<file path="src/rtl/capture_readout_if.sv">
// Host/RAM-side bundle for the capture readout engine: start command, RAM read
// port and transmitter valid/ready stream.
interface capture_readout_if #(
    parameter int ADDR_W = 7,
    parameter int DATA_W = 8
);
    logic              start;
    logic [ADDR_W-1:0] start_ptr;
    logic [ADDR_W:0]   count;
    logic [ADDR_W-1:0] ram_addr;
    logic [DATA_W-1:0] ram_dout;
    logic [DATA_W-1:0] tx_data;
    logic              tx_valid;
    logic              tx_ready;
    logic              busy;
    logic              done;

    modport master (
        output start, start_ptr, count, ram_dout, tx_ready,
        input  ram_addr, tx_data, tx_valid, busy, done
    );

    modport slave (
        input  start, start_ptr, count, ram_dout, tx_ready,
        output ram_addr, tx_data, tx_valid, busy, done
    );
endinterface

</file>
<file path="src/rtl/capture_readout.sv">
// Streams a circular window of the 128x8 capture RAM to the host transmitter.
// Build macro READOUT_CHECKSUM_EN appends an 8-bit running-sum byte after the samples.
module capture_readout #(
    parameter int ADDR_W = 7,
    parameter int DATA_W = 8,
    parameter int DEPTH  = 128
) (
    input  logic             clk_i,
    input  logic             rst_i,
    capture_readout_if.slave bus
);
    localparam logic [2:0] S_IDLE    = 3'd0;
    localparam logic [2:0] S_FETCH   = 3'd1;
    localparam logic [2:0] S_CAPTURE = 3'd2;
    localparam logic [2:0] S_SEND    = 3'd3;
`ifdef READOUT_CHECKSUM_EN
    localparam logic [2:0] S_CSUM    = 3'd4;
`endif

    localparam logic [ADDR_W:0]   DEPTH_C = (ADDR_W+1)'(DEPTH);
    localparam logic [ADDR_W:0]   REM_ONE = {{ADDR_W{1'b0}}, 1'b1};
    localparam logic [ADDR_W-1:0] PTR_ONE = {{(ADDR_W-1){1'b0}}, 1'b1};

    logic [2:0]        state_q,    state_d;
    logic [ADDR_W-1:0] ptr_q,      ptr_d;
    logic [ADDR_W:0]   rem_q,      rem_d;
    logic [DATA_W-1:0] tx_data_q,  tx_data_d;
    logic              tx_valid_q, tx_valid_d;
    logic              busy_q,     busy_d;
    logic              done_q,     done_d;
`ifdef READOUT_CHECKSUM_EN
    logic [DATA_W-1:0] sum_q,      sum_d;
`endif

    logic [ADDR_W:0] count_clamp_s;
    logic            accept_s;

    assign count_clamp_s = (bus.count > DEPTH_C) ? DEPTH_C : bus.count;
    assign accept_s      = tx_valid_q & bus.tx_ready;

    // Next-state and datapath decode for the fetch/capture/send walk.
    always_comb begin
        state_d    = state_q;
        ptr_d      = ptr_q;
        rem_d      = rem_q;
        tx_data_d  = tx_data_q;
        tx_valid_d = tx_valid_q;
        busy_d     = busy_q;
        done_d     = 1'b0;
`ifdef READOUT_CHECKSUM_EN
        sum_d      = sum_q;
`endif
        case (state_q)
            S_IDLE: begin
                if (bus.start) begin
                    if (bus.count == {(ADDR_W+1){1'b0}}) begin
`ifdef READOUT_CHECKSUM_EN
                        sum_d      = {DATA_W{1'b0}};
                        tx_data_d  = {DATA_W{1'b0}};
                        tx_valid_d = 1'b1;
                        busy_d     = 1'b1;
                        state_d    = S_CSUM;
`else
                        done_d     = 1'b1;
`endif
                    end else begin
                        ptr_d   = bus.start_ptr;
                        rem_d   = count_clamp_s;
                        busy_d  = 1'b1;
                        state_d = S_FETCH;
`ifdef READOUT_CHECKSUM_EN
                        sum_d   = {DATA_W{1'b0}};
`endif
                    end
                end else begin
                    state_d = S_IDLE;
                end
            end
            S_FETCH: begin
                state_d = S_CAPTURE;
            end
            // RAM output now reflects the address presented during FETCH.
            S_CAPTURE: begin
                tx_data_d  = bus.ram_dout;
                tx_valid_d = 1'b1;
                state_d    = S_SEND;
            end
            S_SEND: begin
                if (accept_s) begin
                    ptr_d = ptr_q + PTR_ONE;
                    rem_d = rem_q - REM_ONE;
`ifdef READOUT_CHECKSUM_EN
                    sum_d = sum_q + tx_data_q;
`endif
                    if (rem_q == REM_ONE) begin
`ifdef READOUT_CHECKSUM_EN
                        tx_data_d = sum_q + tx_data_q;
                        state_d   = S_CSUM;
`else
                        tx_valid_d = 1'b0;
                        busy_d     = 1'b0;
                        done_d     = 1'b1;
                        state_d    = S_IDLE;
`endif
                    end else begin
                        tx_valid_d = 1'b0;
                        state_d    = S_FETCH;
                    end
                end else begin
                    state_d = S_SEND;
                end
            end
`ifdef READOUT_CHECKSUM_EN
            S_CSUM: begin
                if (accept_s) begin
                    tx_valid_d = 1'b0;
                    busy_d     = 1'b0;
                    done_d     = 1'b1;
                    state_d    = S_IDLE;
                end else begin
                    state_d = S_CSUM;
                end
            end
`endif
            default: begin
                tx_valid_d = 1'b0;
                busy_d     = 1'b0;
                state_d    = S_IDLE;
            end
        endcase
    end

    // State and output registers with synchronous reset.
    always_ff @(posedge clk_i) begin
        if (rst_i) begin
            state_q    <= S_IDLE;
            ptr_q      <= {ADDR_W{1'b0}};
            rem_q      <= {(ADDR_W+1){1'b0}};
            tx_data_q  <= {DATA_W{1'b0}};
            tx_valid_q <= 1'b0;
            busy_q     <= 1'b0;
            done_q     <= 1'b0;
`ifdef READOUT_CHECKSUM_EN
            sum_q      <= {DATA_W{1'b0}};
`endif
        end else begin
            state_q    <= state_d;
            ptr_q      <= ptr_d;
            rem_q      <= rem_d;
            tx_data_q  <= tx_data_d;
            tx_valid_q <= tx_valid_d;
            busy_q     <= busy_d;
            done_q     <= done_d;
`ifdef READOUT_CHECKSUM_EN
            sum_q      <= sum_d;
`endif
        end
    end

    assign bus.ram_addr = ptr_q;
    assign bus.tx_data  = tx_data_q;
    assign bus.tx_valid = tx_valid_q;
    assign bus.busy     = busy_q;
    assign bus.done     = done_q;
endmodule

</file>
<file path="src/flat_wrapper.sv">
// flat-port wrapper written by rule: the top's interface ports become plain ports
module capture_readout_flat 
#(
    parameter int ADDR_W = 7,
    parameter int DATA_W = 8,
    parameter int DEPTH  = 128
)
  (clk_i, rst_i, bus_start, bus_start_ptr, bus_count, bus_ram_dout, bus_tx_ready, bus_ram_addr, bus_tx_data, bus_tx_valid, bus_busy, bus_done);
  capture_readout_if #(.ADDR_W(ADDR_W), .DATA_W(DATA_W)) bus_i ();
  input  logic clk_i;
  input  logic rst_i;
  input wire logic [$bits(bus_i.start)-1:0] bus_start;
  input wire logic [$bits(bus_i.start_ptr)-1:0] bus_start_ptr;
  input wire logic [$bits(bus_i.count)-1:0] bus_count;
  input wire logic [$bits(bus_i.ram_dout)-1:0] bus_ram_dout;
  input wire logic [$bits(bus_i.tx_ready)-1:0] bus_tx_ready;
  output wire logic [$bits(bus_i.ram_addr)-1:0] bus_ram_addr;
  output wire logic [$bits(bus_i.tx_data)-1:0] bus_tx_data;
  output wire logic [$bits(bus_i.tx_valid)-1:0] bus_tx_valid;
  output wire logic [$bits(bus_i.busy)-1:0] bus_busy;
  output wire logic [$bits(bus_i.done)-1:0] bus_done;
  assign bus_i.start = bus_start;
  assign bus_i.start_ptr = bus_start_ptr;
  assign bus_i.count = bus_count;
  assign bus_i.ram_dout = bus_ram_dout;
  assign bus_i.tx_ready = bus_tx_ready;
  assign bus_ram_addr = bus_i.ram_addr;
  assign bus_tx_data = bus_i.tx_data;
  assign bus_tx_valid = bus_i.tx_valid;
  assign bus_busy = bus_i.busy;
  assign bus_done = bus_i.done;
  capture_readout #(.ADDR_W(ADDR_W), .DATA_W(DATA_W), .DEPTH(DEPTH)) u_core (.clk_i(clk_i), .rst_i(rst_i), .bus(bus_i));
endmodule
</file>
<file path="config.mk">
export PLATFORM = sky130hd
export DESIGN_NAME = capture_readout_flat
export DESIGN_NICKNAME = d
export VERILOG_FILES = /design/src/rtl/capture_readout_if.sv /design/src/rtl/capture_readout.sv /design/src/flat_wrapper.sv
export SDC_FILE = /design/constraint.sdc
export NUM_CORES = 1
export LEC_CHECK = 0
export CAP_MARGIN = 30
export CORE_UTILIZATION = 52
export CTS_CLUSTER_DIAMETER = 150
export DETAILED_ROUTE_END_ITERATION = 8
export GPL_ROUTABILITY_DRIVEN = 0
export PLACE_DENSITY = 0.85
export SLEW_MARGIN = 10
export SYNTH_ARGS = -nofsm -noshare
export SYNTH_HDL_FRONTEND = slang
export SYNTH_SLANG_ARGS = --single-unit
</file>
<file path="constraint.sdc">
create_clock -name clk_i -period 4 [get_ports clk_i]
set_input_delay 0.4 -clock clk_i [delete_from_list [all_inputs] [get_ports clk_i]]
set_output_delay 0.4 -clock clk_i [all_outputs]
set_load 0.01 [all_outputs]
</file>
==> results of run 1 <==
where the power goes:
group	internal [mW]	switching (mW)
clock	0.102	0.0914
combinational	0.149	0.150
sequential	0.313	0.0327
tightest hold or removal path: stages (launching register included):
cell	delay [ps]
dfxtp_1	360
nand2_1	60
o32ai_1	60
worst max-delay path by stage:
stage | depth (start not counted) | slack, ps | start | end
floorplan | 5 | 2350 | u_core.state_q[0] | u_core.bus.tx_valid
global placement | 5 | 1530 | bus_count[4] | u_core.rem_q[7]
detailed placement | 5 | 1500 | bus_count[4] | u_core.rem_q[7]
CTS | 6 | 1670 | u_core.state_q[1] | u_core.rem_q[7]
global route | 6 | 1460 | u_core.state_q[1] | u_core.rem_q[7]
finish | 6 | 1670 | u_core.state_q[1] | u_core.rem_q[7]
cells by family after synthesis:
family | count (synthesis) | synth area share (%)
mux | 10 | 5.95
buf+inv | 23 | 5.50
flops | 28 | 33.3
fa+ha+maj | 7 | 5.20
simple gates | 70 | 23.6
compound gates | 58 | 26.5
state kept, by name, summed over array words and instances (netlist names):
signal	cells
u_core.bus.tx_data	8
u_core.rem_q	8
u_core.bus.ram_addr	7
u_core.state_q	2
u_core.bus.busy	1
u_core.bus.done	1
u_core.bus.tx_valid	1
through the flow:
stage	cells	total power [mW]	util (%)
final	277	0.838	71.8
after global routing	277	0.879	71.8
after CTS	277	0.838	71.8
after detailed placement	273	0.647	70.0
after global placement	273	0.644	70.0
after floorplan	196	0.539	-
layer usage:
metal  vias to the layer above  track usage, %
li1                        810               -
met1                       763            33.7
met2                        65            37.8
met3                        11            4.40
met4                         0            11.2
met5                         -               0
area by class of cell:
type / count / area, um2 / share of cell area (%)
clock inverters: 1 / 30.0 / 1.37
inverters: 10 / 37.5 / 1.71
clock buffers: 3 / 22.5 / 1.03
repair buffers: 46 / 455 / 20.8
flip-flops and latches: 28 / 561 / 25.6
well taps: 44 / 55.1 / 2.51
multi-input cells: 145 / 1030 / 47.0
layout by cell type, fill, tap and decap left out, types with 2 or more instances in the layout:
cell type | synthesis | routed
ha_1 | 7 | 7
a21boi_0 | 2 | 2
nand2b_1 | 2 | 2
nor3b_1 | 2 | 2
and3_1 | 4 | 4
o21a_1 | 2 | 2
nor3_1 | 7 | 7
nor2_1 | 16 | 16
nor4_1 | 2 | 2
buf_4 | 0 | 2
a31oi_1 | 6 | 6
a21oi_1 | 15 | 15
mux2i_1 | 10 | 10
o22ai_1 | 2 | 2
a22oi_1 | 3 | 3
or3_1 | 3 | 3
nand2_1 | 18 | 18
nor4_4 | 3 | 3
clkbuf_4 | 0 | 3
o32ai_1 | 9 | 9
clkdlybuf4s50_1 | 0 | 44
a211oi_1 | 3 | 3
dfxtp_1 | 28 | 28
o31a_1 | 2 | 2
nand3_1 | 5 | 5
inv_1 | 10 | 10
==> flow_summary.yaml, run 1 <==
route:
  routedWlPerCell_um: 14.4
  firstDrtPassIters: 4
  initialDrtViolationCount: 83
  avgViaCountPerCell: 5.95
  vias: 1649
  route.met2.wl_mm: 1.81
  wirelength_mm: 3.99
  drc: 0
  top_layer_used: "met4"
  antenna_left: 0
  wl_met1_mm: 1.82
  wl_met3_um: 285
synth:
  avgSynthCellArea_um2: 8.59
  synth_ff_type: "dfxtp_1"
  synth_edf_count: 0
  ys_seq_area_share_pct: 33.3
  ys_types: 47
  syn_nets: 230
  syn_inst: 196
  synth_common_cells: "dfxtp_1 (28), nand2_1 (18), nor2_1 (16)"
  yosysTopAreaCellShare_pct: 33.3
  synth_area_leaders: "dfxtp_1 (33%), mux2i_1 (5.9%), ha_1 (5.2%)"
  synth_most_common_cell: "dfxtp_1"
  async_reset_ff_share_pct: 0
  syn_area_um2: 1680
  ys_seq_elements: 28
  yosysWarnings: 0
  yosysTopAreaCell: "dfxtp_1"
worst_hold_path:
  hold_path_end: "u_core.bus.ram_addr[6]"
  hold_start: "u_core.bus.ram_addr[6]"
  worst_hold_path.num_cells: 2
  hold_path.class: "reg2reg"
floorplan:
  dieArea_um2: 3470
  core_um2: 3050
  die_height_um: 58.9
  num_rows: 20
  pin_count: 45
  start_util_pct: 55.1
  fp.dieW_um: 58.9
sta:
  max_freq_mhz: 429
  worst_slack_ps: 1670
  tightest_slew_ps: 786
  slew_violations: 0
  hold_ws_ps: 502
  period_needed_ps: 2330
  rsz0062_at_grt: "no"
  hold_viol_final: 0
  slew_headroom_pct: 47.4
  setup_viol: 0
  finClkSkew_ps: 8.47
  tns_ps: 0
  fin_crit_sh_pct: 58.3
global_routing:
  grt_pass1_wl_mm: 6.45
  first_global_vias: 1413
  antenna_found_initial: 0
  grt_usage_pct: 24.7
  grt_max_degree: 27
  overflow: 0
clocking:
  htree_levels: 1
  cts_root_buffer: "clkbuf_4"
  cts_tree: "done"
  postCtsSetupBuffers: 0
  cts.sinks: 28
  cts_max_path_buffers: 2
  clk_latency_ps: 350
  holdBufCountCts: 0
  numCtsBuffers: 3
  clkTransAtPathRegs_ps: 160
  cts_resized: 0
critical_path:
  slowest_stage: "nor2_1"
  crit_required_ps: 4310
  crit_path_max_incr_delay_ps: 640
  crit_buf_inv: 1
  reg2reg_depth: 6
  r2r-end: "u_core.rem_q[7]"
  crit_path_cell_trace: "ha_1 -> buf_4 -> a21boi_0 -> a211oi_2 -> nor2_1 -> o221a_1"
  arrival_ps: 2640
  start_kind: "register"
  worst-setup-path-type: "reg2reg"
  timing.rr.start: "u_core.state_q[1]"
  endpoint_kind: "register"
  cp_max_fo: 21
  critPathTopFamily: "compound AO/OA/AOI/OAI gates"
  r2r_slack_ps: 1670
outcome:
  status: "complete, no violations"
place:
  portBuffers: 44
  dp_hpwl_mm: 2.80
  place_area_um2: 2140
  pre_cts_ws_ps: 1500
final_layout:
  diodes: 0
  syn_to_final_growth_pct: 30.2
  post-route-cell-area_um2: 2190
  drive_gt1_share_pct: 7.73
  nFillCells: 231
  nets: 268
flow_run:
  drv_cap: 0
power:
  leakage_nw: 0.798
  powerDensity_nw_per_um2: 383
  peakVddDrop_mv: 0.237
No activity file was read; power rests on OpenSTA's default activity.
==> inputs of run 2 (changes only) <==
- CORE_UTILIZATION: 52 -> 48
- PLACE_DENSITY: 0.85 -> 0.79
- clock period: 4 -> 2.45 ns (I/O delays scaled with it)
==> run 2 against run 1 <==
Effect of this change:
- clock-buffer cell count is 1 higher
- hold slack worse by 2.8 ps
- first-iteration DRC count is 67% higher
- total power is 55% higher
- global-route usage is 0.19 points lower
- cell count is 2.2% higher
- flip-flop and latch count stayed put
- combinational power is 67% higher
- clock power is 21% higher
- design area is 0.74% higher
- critical path depth is 1 lower
- register-to-register slack worse by 1400 ps
- critical endpoint unchanged
- largest cell class unchanged
==> flow_summary.yaml, run 2 (same netlist as run 1, synthesis figures left out) <==
outcome:
  status: "complete, no violations"
power:
  p_clk_share_pct: 18.0
  peakVddDrop_mv: 0.359
  p_seq_share_pct: 43.6
  p_comb_share_pct: 38.4
  powerDensity_nw_per_um2: 590
  switching_share_pct: 34.6
  leakage_nw: 0.811
  p_total_mw: 1.30
  p_switching_mw: 0.450
  intPower_mw: 0.851
clocking:
  cts_resized: 0
  cts_root_buffer: "clkbuf_4"
  numCtsBuffers: 3
  clk_latency_ps: 330
  cts_max_path_buffers: 2
  clkTransAtPathRegs_ps: 160
  cts.sinks: 28
  cts_tree: "done"
  htree_levels: 1
  holdBufCountCts: 0
  postCtsSetupBuffers: 0
sta:
  tns_ps: 0
  slew_violations: 0
  rsz0062_at_grt: "no"
  tightest_slew_ps: 853
  max_freq_mhz: 462
  slew_headroom_pct: 42.9
  period_needed_ps: 2170
  fin_crit_sh_pct: 88.4
  finClkSkew_ps: 5.75
  worst_slack_ps: 284
  hold_viol_final: 0
  setup_viol: 0
route:
  wirelength_mm: 4.25
  antenna_left: 0
  vias: 1667
  initialDrtViolationCount: 139
  drc: 0
  avgViaCountPerCell: 5.89
  routedWlPerCell_um: 15.0
  firstDrtPassIters: 4
floorplan:
  num_rows: 21
  dieArea_um2: 3750
  start_util_pct: 50.4
  fp.dieW_um: 61.2
  pin_count: 45
  die_height_um: 61.2
  core_um2: 3340
final_layout:
  syn_to_final_growth_pct: 31.2
  fin_util_pct: 66.1
  final_cell_mix: "clkdlybuf4s50_1 (44), dfxtp_1 (28), nand2_1 (18)"
  nets: 272
  diodes: 0
  final_common_cell: "clkdlybuf4s50_1"
  drive_gt1_share_pct: 9.28
  post-route-cell-area_um2: 2210
place:
  dp_hpwl_mm: 2.97
  portBuffers: 44
  pre_cts_ws_ps: 104
  place_area_um2: 2170
flow_run:
  drv_cap: 0
worst_hold_path:
  hold_path.class: "in2reg"
  hold_start: "bus_ram_dout[2]"
critical_path:
  critPathCapture: "u_core.rem_q[7]"
  startpoint: "u_core.state_q[0]"
  reg2reg_depth: 5
  start_kind: "register"
  timing.rr.start: "u_core.state_q[0]"
  endpoint_kind: "register"
  arrival_ps: 2460
  r2r-end: "u_core.rem_q[7]"
  crit_required_ps: 2740
  r2r_slack_ps: 280
  worst-setup-path-type: "reg2reg"
  cp_max_fo: 11
global_routing:
  overflow: 0
  first_global_vias: 1503
  antenna_found_initial: 0
  grt_max_degree: 26
  grt_usage_pct: 24.5
  grt_pass1_wl_mm: 6.89
run 2: changes by cell type in the layout (fill, tap and decap cells not counted), sizes merged:
cell	change
clkbuf	+1
buf	+4
bufinv	-1
run 2: power by group through the flow:
stage               clock network [mW]  logic [mW]  registers, mW
floorplan                            0       0.298          0.582
global placement                     0       0.493          0.575
detailed placement                   0       0.494          0.575
CTS                              0.238       0.498          0.567
global route                     0.255       0.546          0.577
finish                           0.234       0.499          0.568
run 2: area by class of cell:
type                            instances  area (um2)
Fill cell                             313        1130
Multi-Input combinational cell        145        1030
Sequential cell                        28         561
Timing Repair Buffer                   50         485
Tap cell                               46        57.6
Inverter                               10        37.5
Clock buffer                            4        36.3
run 2: metal layers:
layer	routed length (um)	vias up	track usage (%)
li1	-	819	-
met1	2030	768	35.8
met2	1840	73	35.2
met3	314	7	4.20
met4	71	0	10.1
met5	0	-	0
run 2: per-stage QoR:
step / instances / hold WS [ps]
final: 283 / 500
after global routing: 283 / 515
after CTS: 283 / 497
after detailed placement: 279 / 479
after global placement: 279 / 472
after floorplan: 196 / 393
run 2: worst min-delay path by stage:
stage,endpoint,cells past startpoint
finish,u_core.bus.tx_data[2],3
global route,u_core.bus.tx_data[7],3
CTS,u_core.bus.tx_data[2],3
detailed placement,u_core.bus.ram_addr[6],2
global placement,u_core.bus.ram_addr[6],2
floorplan,u_core.bus.tx_data[0],2
run 2: critical path, cell delays in order (launching register included):
cell,delay [ps]
dfxtp_1,420
ha_1,210
a21boi_0,390
a211oi_2,130
nor2_1,690
o221a_1,290
==> inputs of run 3 (changes only) <==
- CORE_MARGIN: unset -> 4
==> run 3 against run 2 <==
Effect of this change:
- combinational power grew 1%
- register-to-register slack is essentially flat
- maximum frequency shrank 0.47%
- critical endpoint unchanged
- die area grew 21%
- largest cell class unchanged
- critical path type unchanged
==> flow_summary.yaml, run 3 (same netlist as run 1, synthesis figures left out) <==
outcome:
  status: "complete, no violations"
critical_path:
  startpoint: "u_core.state_q[0]"
  start_kind: "register"
  slowest_stage: "nor2_1"
  crit_path_max_incr_delay_ps: 720
  timing.rr.start: "u_core.state_q[0]"
  crit_buf_inv: 0
  arrival_ps: 2470
  r2r-end: "u_core.rem_q[7]"
  cp_max_fo: 11
  critPathCapture: "u_core.rem_q[7]"
  crit_required_ps: 2740
  crit_path_cell_trace: "ha_1 -> a21boi_0 -> a211oi_2 -> nor2_1 -> o221a_1"
  r2r_slack_ps: 270
  path_depth: 5
  endpoint_kind: "register"
  worst-setup-path-type: "reg2reg"
  critPathTopFamily: "compound AO/OA/AOI/OAI gates"
  reg2reg_depth: 5
place:
  place_area_um2: 2190
  dp_hpwl_mm: 3.27
  portBuffers: 44
  pre_cts_ws_ps: 207
sta:
  slew_headroom_pct: 39.9
  rsz0062_at_grt: "no"
  max_freq_mhz: 459
  fin_crit_sh_pct: 88.8
  worst_slack_ps: 274
  period_needed_ps: 2180
  setup_viol: 0
  tns_ps: 0
  slew_violations: 0
  tightest_slew_ps: 898
  finClkSkew_ps: 5.25
  hold_viol_final: 0
clocking:
  cts_max_path_buffers: 2
  holdBufCountCts: 0
  clk_latency_ps: 330
  numCtsBuffers: 3
  postCtsSetupBuffers: 0
  clkTransAtPathRegs_ps: 160
  htree_levels: 1
  cts_resized: 0
  cts_tree: "done"
  cts_root_buffer: "clkbuf_4"
  cts.sinks: 28
global_routing:
  grt_max_degree: 26
  grt_usage_pct: 21.2
  grt_pass1_wl_mm: 7.48
  first_global_vias: 1611
  antenna_found_initial: 0
  overflow: 0
power:
  p_comb_share_pct: 36.7
  intPower_mw: 0.926
  switching_share_pct: 32.9
  p_seq_share_pct: 41.1
  p_switching_mw: 0.453
  powerDensity_nw_per_um2: 616
  leakage_nw: 0.828
  p_clk_share_pct: 22.3
  peakVddDrop_mv: 0.346
  p_total_mw: 1.38
final_layout:
  drive_gt1_share_pct: 10.0
  final_common_cell: "clkdlybuf4s50_1"
  post-route-cell-area_um2: 2240
  final_cell_mix: "clkdlybuf4s50_1 (44), dfxtp_1 (28), nand2_1 (18)"
  syn_to_final_growth_pct: 33.0
  diodes: 0
  fin_util_pct: 66.6
  nets: 274
route:
  initialDrtViolationCount: 118
  firstDrtPassIters: 4
  vias: 1685
  drc: 0
  antenna_left: 0
  avgViaCountPerCell: 5.91
  wirelength_mm: 4.55
  routedWlPerCell_um: 16.0
worst_hold_path:
  hold_start: "u_core.bus.ram_addr[6]"
  hold_path.class: "reg2reg"
floorplan:
  num_rows: 21
  core_um2: 3360
  fp.dieW_um: 67.2
  pin_count: 45
  dieArea_um2: 4520
  die_height_um: 67.2
  start_util_pct: 50.0
flow_run:
  drv_cap: 0
run 3: cell count changes in the layout (fill, tap and decap cells not counted), sizes merged:
cell    previous run  this run
clkbuf             4         3
buf                6         8
bufinv             0         1
run 3: power by group through the flow:
stage	combinational, mW	clock, mW	sequential, mW
floorplan	0.298	0	0.582
global placement	0.494	0	0.575
detailed placement	0.500	0	0.575
CTS	0.502	0.312	0.566
global route	0.549	0.327	0.577
finish	0.506	0.307	0.567
run 3: how the worst min path moves through the flow:
stage / to / slack (ps) / cells after the start
after floorplan: u_core.bus.tx_data[0] / 390 / 2
after global placement: u_core.bus.ram_addr[6] / 470 / 2
after detailed placement: u_core.bus.ram_addr[6] / 480 / 2
after CTS: u_core.bus.tx_data[6] / 490 / 3
after global routing: u_core.bus.tx_data[5] / 490 / 3
final: u_core.bus.ram_addr[6] / 500 / 2
run 3: through the flow:
stage          hold slack [ps]  instances
2_1_floorplan              393        196
3_3_place_gp               469        281
3_5_place_dp               477        281
4_1_cts                    493        285
5_1_grt                    487        285
6_report                   500        285
run 3: worst min-delay path, delay by kind of cell, from the launching register on:
| kind | cells | cell delay [ps] |
|---|---|---|
| AO/OA/AOI/OAI | 1 | 60 |
| flip-flops | 1 | 360 |
| AND/OR/NAND/NOR | 1 | 60 |
run 3: cell type report:
class,count,area [um2]
clock buffers,3,22.5
clock inverters,1,30.0
fillers,287,1120
inverters,10,37.5
multi-input cells,145,1030
flip-flops and latches,28,561
well taps,46,57.6
repair buffers,52,500
run 3: routing by layer:
metal,vias to the layer above,share of wire (%),GRT usage (%),wire length [um]
li1,824,-,-,-
met1,797,46,27.6,2070
met2,60,47,35.6,2150
met3,4,6.4,4.16,293
met4,0,0.79,5.82,36
met5,-,0,0,0
